`config.mk`:
```
export PLATFORM = sky130hd
export DESIGN_NAME = gobou_out_writer
export DESIGN_NICKNAME = d
export VERILOG_FILES = /design/src/rtl/gobou_out_writer.sv
export SDC_FILE = /design/constraint.sdc
export NUM_CORES = 1
export LEC_CHECK = 0
export ABC_AREA = 1
export CAP_MARGIN = 30
export CORE_AREA = 2 2 106 129
export CTS_CLUSTER_SIZE = 16
export DETAILED_ROUTE_END_ITERATION = 8
export DIE_AREA = 0 0 108 131
export GPL_TIMING_DRIVEN = 0
export PLACE_DENSITY = 0.69
export SLEW_MARGIN = 5
export SYNTH_ARGS = -nofsm -noshare
export SYNTH_HDL_FRONTEND = slang
export SYNTH_SLANG_ARGS = --single-unit
```
`constraint.sdc`:
```
create_clock -name clk -period 4.6 [get_ports clk]
set_input_delay 0.46 -clock clk [delete_from_list [all_inputs] [get_ports clk]]
set_output_delay 0.46 -clock clk [all_outputs]
set_load 0.05 [all_outputs]
```
`src/rtl/gobou_out_writer.sv`:
```
// gobou_out_writer: packs the activated sample stream two-per-word and writes it from a programmed base.
// Optional zero-sample statistics are built only when GOBOU_WRITER_ZSTAT_EN is defined.
module gobou_out_writer #(
  parameter int DWIDTH = 16,
  parameter int AWIDTH = 12,
  parameter int LWIDTH = 12
) (
  input  logic                  clk,
  input  logic                  rst,
  input  logic                  req,
  input  logic [AWIDTH-1:0]     base_addr,
  input  logic [LWIDTH-1:0]     out_size,
  input  logic                  in_en,
  input  logic [DWIDTH-1:0]     in_data,
  output logic                  mem_we,
  output logic [AWIDTH-1:0]     mem_addr,
  output logic [2*DWIDTH-1:0]   mem_wdata,
  output logic                  busy,
  output logic                  ack,
  output logic [LWIDTH-1:0]     zero_count
);

  typedef enum logic [1:0] {
    IDLE  = 2'd0,
    RUN   = 2'd1,
    FLUSH = 2'd2,
    DONE  = 2'd3
  } state_t;

  localparam logic [LWIDTH-1:0] L_ONE = {{(LWIDTH-1){1'b0}}, 1'b1};
  localparam logic [AWIDTH-1:0] A_ONE = {{(AWIDTH-1){1'b0}}, 1'b1};

  state_t                state_r, state_s;
  logic [AWIDTH-1:0]     base_r, base_s;
  logic [LWIDTH-1:0]     size_r, size_s;
  logic [LWIDTH-1:0]     cnt_r, cnt_s;
  logic [AWIDTH-1:0]     word_r, word_s;
  logic [DWIDTH-1:0]     lane0_r, lane0_s;
  logic                  we_r, we_s;
  logic [AWIDTH-1:0]     addr_r, addr_s;
  logic [2*DWIDTH-1:0]   wdata_r, wdata_s;
  logic                  ack_r, ack_s;
  logic                  busy_r, busy_s;
  logic [LWIDTH-1:0]     cnt_inc_s;
  logic                  last_s;
  logic [AWIDTH-1:0]     waddr_s;

  assign cnt_inc_s = cnt_r + L_ONE;
  assign last_s    = (cnt_inc_s == size_r);
  assign waddr_s   = base_r + word_r;

  // Next-state, datapath and registered-output computation.
  always_comb begin
    state_s = state_r;
    base_s  = base_r;
    size_s  = size_r;
    cnt_s   = cnt_r;
    word_s  = word_r;
    lane0_s = lane0_r;
    we_s    = 1'b0;
    addr_s  = addr_r;
    wdata_s = wdata_r;
    ack_s   = 1'b0;
    case (state_r)
      IDLE: begin
        if (req) begin
          base_s = base_addr;
          size_s = out_size;
          cnt_s  = {LWIDTH{1'b0}};
          word_s = {AWIDTH{1'b0}};
          if (out_size != {LWIDTH{1'b0}}) begin
            state_s = RUN;
          end else begin
            state_s = DONE;
            ack_s   = 1'b1;
          end
        end else begin
          state_s = IDLE;
        end
      end
      RUN: begin
        if (in_en) begin
          cnt_s = cnt_inc_s;
          if (cnt_r[0] == 1'b0) begin
            lane0_s = in_data;
            // A trailing even sample goes out immediately, zero-padded in the upper lane.
            if (last_s) begin
              we_s    = 1'b1;
              addr_s  = waddr_s;
              wdata_s = {{DWIDTH{1'b0}}, in_data};
              word_s  = word_r + A_ONE;
              state_s = FLUSH;
            end else begin
              state_s = RUN;
            end
          end else begin
            we_s    = 1'b1;
            addr_s  = waddr_s;
            wdata_s = {in_data, lane0_r};
            word_s  = word_r + A_ONE;
            if (last_s) begin
              state_s = DONE;
              ack_s   = 1'b1;
            end else begin
              state_s = RUN;
            end
          end
        end else begin
          state_s = RUN;
        end
      end
      FLUSH: begin
        state_s = DONE;
        ack_s   = 1'b1;
      end
      DONE: begin
        state_s = IDLE;
      end
      default: begin
        state_s = IDLE;
      end
    endcase
    busy_s = (state_s != IDLE);
  end

  // State, datapath and output registers.
  always_ff @(posedge clk) begin
    if (rst) begin
      state_r <= IDLE;
      base_r  <= {AWIDTH{1'b0}};
      size_r  <= {LWIDTH{1'b0}};
      cnt_r   <= {LWIDTH{1'b0}};
      word_r  <= {AWIDTH{1'b0}};
      lane0_r <= {DWIDTH{1'b0}};
      we_r    <= 1'b0;
      addr_r  <= {AWIDTH{1'b0}};
      wdata_r <= {(2*DWIDTH){1'b0}};
      ack_r   <= 1'b0;
      busy_r  <= 1'b0;
    end else begin
      state_r <= state_s;
      base_r  <= base_s;
      size_r  <= size_s;
      cnt_r   <= cnt_s;
      word_r  <= word_s;
      lane0_r <= lane0_s;
      we_r    <= we_s;
      addr_r  <= addr_s;
      wdata_r <= wdata_s;
      ack_r   <= ack_s;
      busy_r  <= busy_s;
    end
  end

  assign mem_we    = we_r;
  assign mem_addr  = addr_r;
  assign mem_wdata = wdata_r;
  assign busy      = busy_r;
  assign ack       = ack_r;

`ifdef GOBOU_WRITER_ZSTAT_EN
  logic [LWIDTH-1:0] zcnt_r, zcnt_s;

  // Saturating count of zero (ReLU-clipped) samples; every RUN-state sample is accepted.
  always_comb begin
    if (state_r == IDLE && req) begin
      zcnt_s = {LWIDTH{1'b0}};
    end else if (state_r == RUN && in_en && in_data == {DWIDTH{1'b0}} &&
                 zcnt_r != {LWIDTH{1'b1}}) begin
      zcnt_s = zcnt_r + L_ONE;
    end else begin
      zcnt_s = zcnt_r;
    end
  end

  // Zero-count register.
  always_ff @(posedge clk) begin
    if (rst) begin
      zcnt_r <= {LWIDTH{1'b0}};
    end else begin
      zcnt_r <= zcnt_s;
    end
  end

  assign zero_count = zcnt_r;
`else
  assign zero_count = {LWIDTH{1'b0}};
`endif

endmodule

```
## Word-level counts from Yosys, hierarchy flattened

Cells that the tools add are included.

- Logic and storage cells: 60
- Output and inout port bits: 59
- Register bits: 113
- Bits of input ports: 44

- Eq/ne operators: 7
- $add $sub $neg: 3
- Multiplexer cells: 25
- Reduce and logical (&&, ||, !) cells: 11
- Bitwise operators: 3

Operators by type and width:

| kind | number |
|---|---|
| $mux 12 | 7 |
| $mux 32 | 2 |
| $pmux 12 s2 | 2 |
| $add 12x1->12 const B | 2 |
| $add 12x12->12 | 1 |
| $eq 12x12->1 | 1 |
| $mux 2 | 6 |
| $reduce_bool 12->1 | 1 |
| $reduce_and 3->1 | 3 |
| $pmux 2 s4 | 1 |
| $mux 1 | 6 |
| $reduce_bool 2->1 | 3 |
| $eq 2x2->1 const B | 2 |
| $ne 2x2->1 const B | 2 |
| $reduce_and 4->1 | 1 |
| $ne 3x3->1 const B | 1 |
| $not 1->1 | 3 |
| $pmux 1 s3 | 1 |
| $reduce_or 3->1 | 1 |
| $eq 2x1->1 const B | 1 |
| $logic_not 2->1 | 1 |
| $reduce_and 2->1 | 1 |

## Longest topological paths before layout

- Depth in word-level cells: 7
- Mapped depth: 17
- Depth with buffers taken out: 17

## Worst setup path after synthesis

Ideal clock, no wire load.

- Path type: flip-flop to flip-flop
- Start point: register cnt_r[0]
- End point: register addr_r[7] (netlist: mem_addr[7])
- Path buffers: 1
- Slack: 2.640 ns
- Stages on the path, launching flop included: 16
- Arrival time: 1.847 ns
- Library setup time: 0.113 ns
- Clock period less this slack: 1.960 ns
- Path through: dfxtp_1 -> ha_1 -> nand2_2 -> nor2_4 -> nand4_1 -> nand2_1 -> nand2_1 -> nand2_1 -> inv_2 -> nor2_4 -> nand4_4 -> nand2_2 -> inv_2 -> buf_4 -> nor2_1 -> nor2_1

- Cells in the longest elaborated chain, start to end: 4

Ends and longest elaborated chain:

| what | RTL line | RTL |
|---|---|---|
| start: declaration | 36 | `logic [LWIDTH-1:0] cnt_r, cnt_s;` |
| start signal: assignment | 132 | `cnt_r <= {LWIDTH{1'b0}};` |
| start signal: assignment | 144 | `cnt_r <= cnt_s;` |
| $add 12x1->12 | 48 | `assign cnt_inc_s = cnt_r + L_ONE;` |
| $eq 12x12->1 | 49 | `assign last_s = (cnt_inc_s == size_r);` |
| $reduce_bool 2->1 (no source line) | -- |  |
| $reduce_and 3->1 (no source line) | -- |  |
| end signal: assignment | 136 | `addr_r <= {AWIDTH{1'b0}};` |
| end signal: assignment | 148 | `addr_r <= addr_s;` |
| end: declaration | 40 | `logic [AWIDTH-1:0] addr_r, addr_s;` |

Several ways; a longest one is shown, not always the timed one.
A chain may end at the register's enable or synchronous reset.

## Worst setup path after layout

- Start point: register cnt_r[0]
- End point: register wdata_r[12] (netlist: mem_wdata[12])

- Cells in the longest elaborated chain, start to end: 4

Ends and longest elaborated chain:

| what | RTL line | RTL |
|---|---|---|
| $add 12x1->12 | 48 |  |
| $eq 12x12->1 | 49 |  |
| $reduce_bool 2->1 (no source line) | -- |  |
| $reduce_and 3->1 (no source line) | -- |  |
| end signal: assignment | 137 | `wdata_r <= {(2*DWIDTH){1'b0}};` |
| end signal: assignment | 149 | `wdata_r <= wdata_s;` |
| end: declaration | 41 | `logic [2*DWIDTH-1:0] wdata_r, wdata_s;` |

Several ways; a longest one is shown, not always the timed one.

==> run_results.csv <==
group,metric,value,unit
run_status,status,"complete, no violations",
synthesis,async_flop_share,0,%
floorplanning,row_count,46,
cts,post_cts_buffers,0,
timing,finalSetupViolCount,0,
route,wl,16200,um
setup_path,worstPathRequired,4.90,ns
setup_path,critPathLaunchType,"register",
layout,final_area,0.00750,mm^2
layout,diodes,0,
timing,fin_crit,2.49,ns
cts,holdBufCountCts,0,
timing,fmax,402,MHz
cts,cts_tree,"built",
timing,fin_skew,0.00972,ns
synthesis,yosys.area.top_type_share,39.5,%
synthesis,synth_top_cell_by_area,"dfxtp_1",
floorplanning,dieArea,0.0141,mm^2
timing,rsz0062_at_grt,"no",
setup_path,crit_buf_inv,2,
floorplanning,io_pins,103,
floorplanning,initial_core_util,44.2,%
cts,path_clk_slew,0.06,ns
placed_design,place_area,0.00688,mm^2
global_routing,grt_max_degree,17,
run,maxCapViolCount,0,
placed_design,dpl.hpwl,11900,um
floorplanning,die_w,108,um
layout,area_delta_synth_final,30.9,%
layout,drive_above_1_share,6.90,%
global_routing,met1_usage,29.4,%
global_routing,grt-ovfl-total,0,
global_routing,grt.met2_usage,39.5,%
synthesis,synthDistinctLibCells,32,
floorplanning,fp.coreArea,0.0129,mm^2
cts,clock_sinks,113,
route,wl_per_cell,14.4,um
synthesis,syn_inst,824,
timing,slew_headroom,57.7,%
route,viasPerCell,4.98,
setup_path,cp_top_family,"simple AND/OR/NAND/NOR gates",
cts,root_buffer,"clkbuf_16",
timing,worst_pin_slew,0.634,ns
cts,h-tree-depth,4,
global_routing,met3_usage,5.41,%
setup_path,cp.arrival,2.79,ns
worst_hold_path,hold_path_class,"register to register",
setup_path,path_max_fanout,10,
cts,numCtsBuffers,17,
power_and_ir_drop,ir_worst_vdd,268,uV
route,vias,5604,
power_and_ir_drop,power_density,367,mW/mm^2
power_and_ir_drop,power,0.00275,W
global_routing,grt_pass1_vias,5307,
route,drt-initial-drc-count,287,
synthesis,synth.avg_cell_area,6.95,um^2
layout,final_nets,1002,
cts,clk-insertion-delay-late,0.42,ns
route,ant_nets,0,
global_routing,grt_usage,23.6,%
global_routing,busiest_layer,"met2",
timing,tns,0,ns
placed_design,io_buffers,90,
power_and_ir_drop,p_leak,3.17,nW
route,drt_pass1_iterations,4,
setup_path,cp_cell_sequence,"ha_1 > nand2_2 > nor2_4 > nand2_1 > nand3_1 > nand2_1 > nor2_1 > nand2_1 > nor2_4 > nand4_4 > nand2_2 > inv_2 > buf_4 > nor2_1 > nor2_1",
placed_design,gp_congestion,0.904,
global_routing,antenna_found_initial,0,
timing,finalCritPeriodShare,54.1,%
synthesis,synth_ff_type,"dfxtp_1",
synthesis,syn_area,0.00573,mm^2
synthesis,seq_area_frac_synth,39.5,%
route,drc_errors,0,
floorplanning,die_h,131,um
setup_path,cpMaxStageDelayCell,"dfxtp_1",
synthesis,ys_top_cells_by_count,"nand2_1 (174), nor2_1 (120), dfxtp_1 (113)",
layout,fill_cells,1271,
cts,cts_buffer_depth,2,
synthesis,synth_area_leaders,"dfxtp_1 (39%), nand2_1 (11%), nor2_1 (7.9%)",
cts,cts_resized,0,
setup_path,path_class,"register to register",
synthesis,yosysMostFrequentCell,"nand2_1",
global_routing,grt_pass1_wl,25700,um
setup_path,cpPeakStageDelay,0.38,ns
setup_path,endpoint_kind,"register",
timing,slew_viol_final,0,
timing,hold_viol_final,0,
synthesis,synth-edff-count,0,
synthesis,synth-seq-cells,113,
synthesis,synth_warnings,0,
## worst paths after layout
check                           startpoint       endpoint  slack (ns)  cells past startpoint
worst max register to register    cnt_r[0]  mem_wdata[12]        2.11                     15
worst min register to register  lane0_r[0]     lane0_r[0]        0.47                      2
worst min-delay path            lane0_r[0]     lane0_r[0]        0.47                      2
worst max-delay path              cnt_r[0]  mem_wdata[12]        2.11                     15
## power by group
part           leakage [nW]  switching (W)  internal (W)
combinational          1.95       0.000214      0.000119
clock                 0.297       0.000503      0.000873
sequential            0.920      0.0000254       0.00102
total                  3.17       0.000742       0.00201
## flip-flops by register name (all words and copies together), names as in the netlist
signal / count
mem_wdata: 32
lane0_r: 16
base_r: 12
cnt_r: 12
mem_addr: 12
size_r: 12
word_r: 12
state_r: 2
ack: 1
busy: 1
mem_we: 1
## cells by family after synthesis
| kind of cell | count (synthesis) | synth area share (%) |
|---|---|---|
| AND/OR/NAND/NOR | 403 | 30.9 |
| AO/OA/AOI/OAI | 144 | 12.8 |
| buffers and inverters | 125 | 9.37 |
| flip-flops | 113 | 39.5 |
| XOR/XNOR | 24 | 4.15 |
| adder cells (fa/ha/maj) | 14 | 3.19 |
| other | 1 | 0.0655 |
## routing by layer
metal	routed length [um]	vias up
met5	0	-
met4	431	0
met3	782	32
met2	7700	143
met1	7240	2530
li1	-	2899
## worst register-to-register path, stage by stage (launching register included)
cell and delay (ns):
dfxtp_1 0.38, ha_1 0.20, nand2_2 0.12, nor2_4 0.21, nand2_1 0.10, nand3_1 0.09
nand2_1 0.05, nor2_1 0.10, nand2_1 0.10, nor2_4 0.17, nand4_4 0.17, nand2_2 0.16
inv_2 0.10, buf_4 0.18, nor2_1 0.17, nor2_1 0.07
## through the flow
| stage | setup slack (ns) | hold slack (ns) | instances | util (%) |
|---|---|---|---|---|
| final | 2.11 | 0.465 | 1125 | 57.9 |
| after global routing | 1.86 | 0.492 | 1125 | 57.9 |
| after CTS | 2.14 | 0.462 | 1125 | 57.9 |
| after detailed placement | 2.10 | 0.448 | 1093 | 53.1 |
| after global placement | 2.13 | 0.451 | 1093 | 53.1 |
| after floorplan | 2.64 | 0.434 | 835 | - |
## final cells by class
type / instances / area, um^2 / share of cell area, %
sequential: 113 / 2260 / 30.2
multi-input combinational: 597 / 2970 / 39.6
tap: 168 / 210 / 2.80
timing repair buffer: 90 / 901 / 12.0
clock inverter: 14 / 180 / 2.40
clock buffer: 18 / 439 / 5.86
inverter: 73 / 274 / 3.65
buffer: 52 / 263 / 3.50
## placed cells by master (no fill, tap or decap), drive strengths merged, types with 2 or more instances in the layout
| cell | instances |
|---|---|
| xnor3 | 2 |
| nand4 | 7 |
| nand3b | 28 |
| clkinv | 8 |
| xor2 | 17 |
| inv | 74 |
| bufinv | 3 |
| nor3 | 7 |
| a21oi | 74 |
| xnor2 | 5 |
| clkbuf | 42 |
| buf | 28 |
| ha | 13 |
| dfxtp | 113 |
| nor2 | 124 |
| nand3 | 57 |
| o21ai | 65 |
| clkinvlp | 2 |
| clkdlybuf4s50 | 90 |
| o21bai | 2 |
| conb | 12 |
| nand2 | 176 |
| nor4 | 3 |
(Power assumes the default switching activity.)
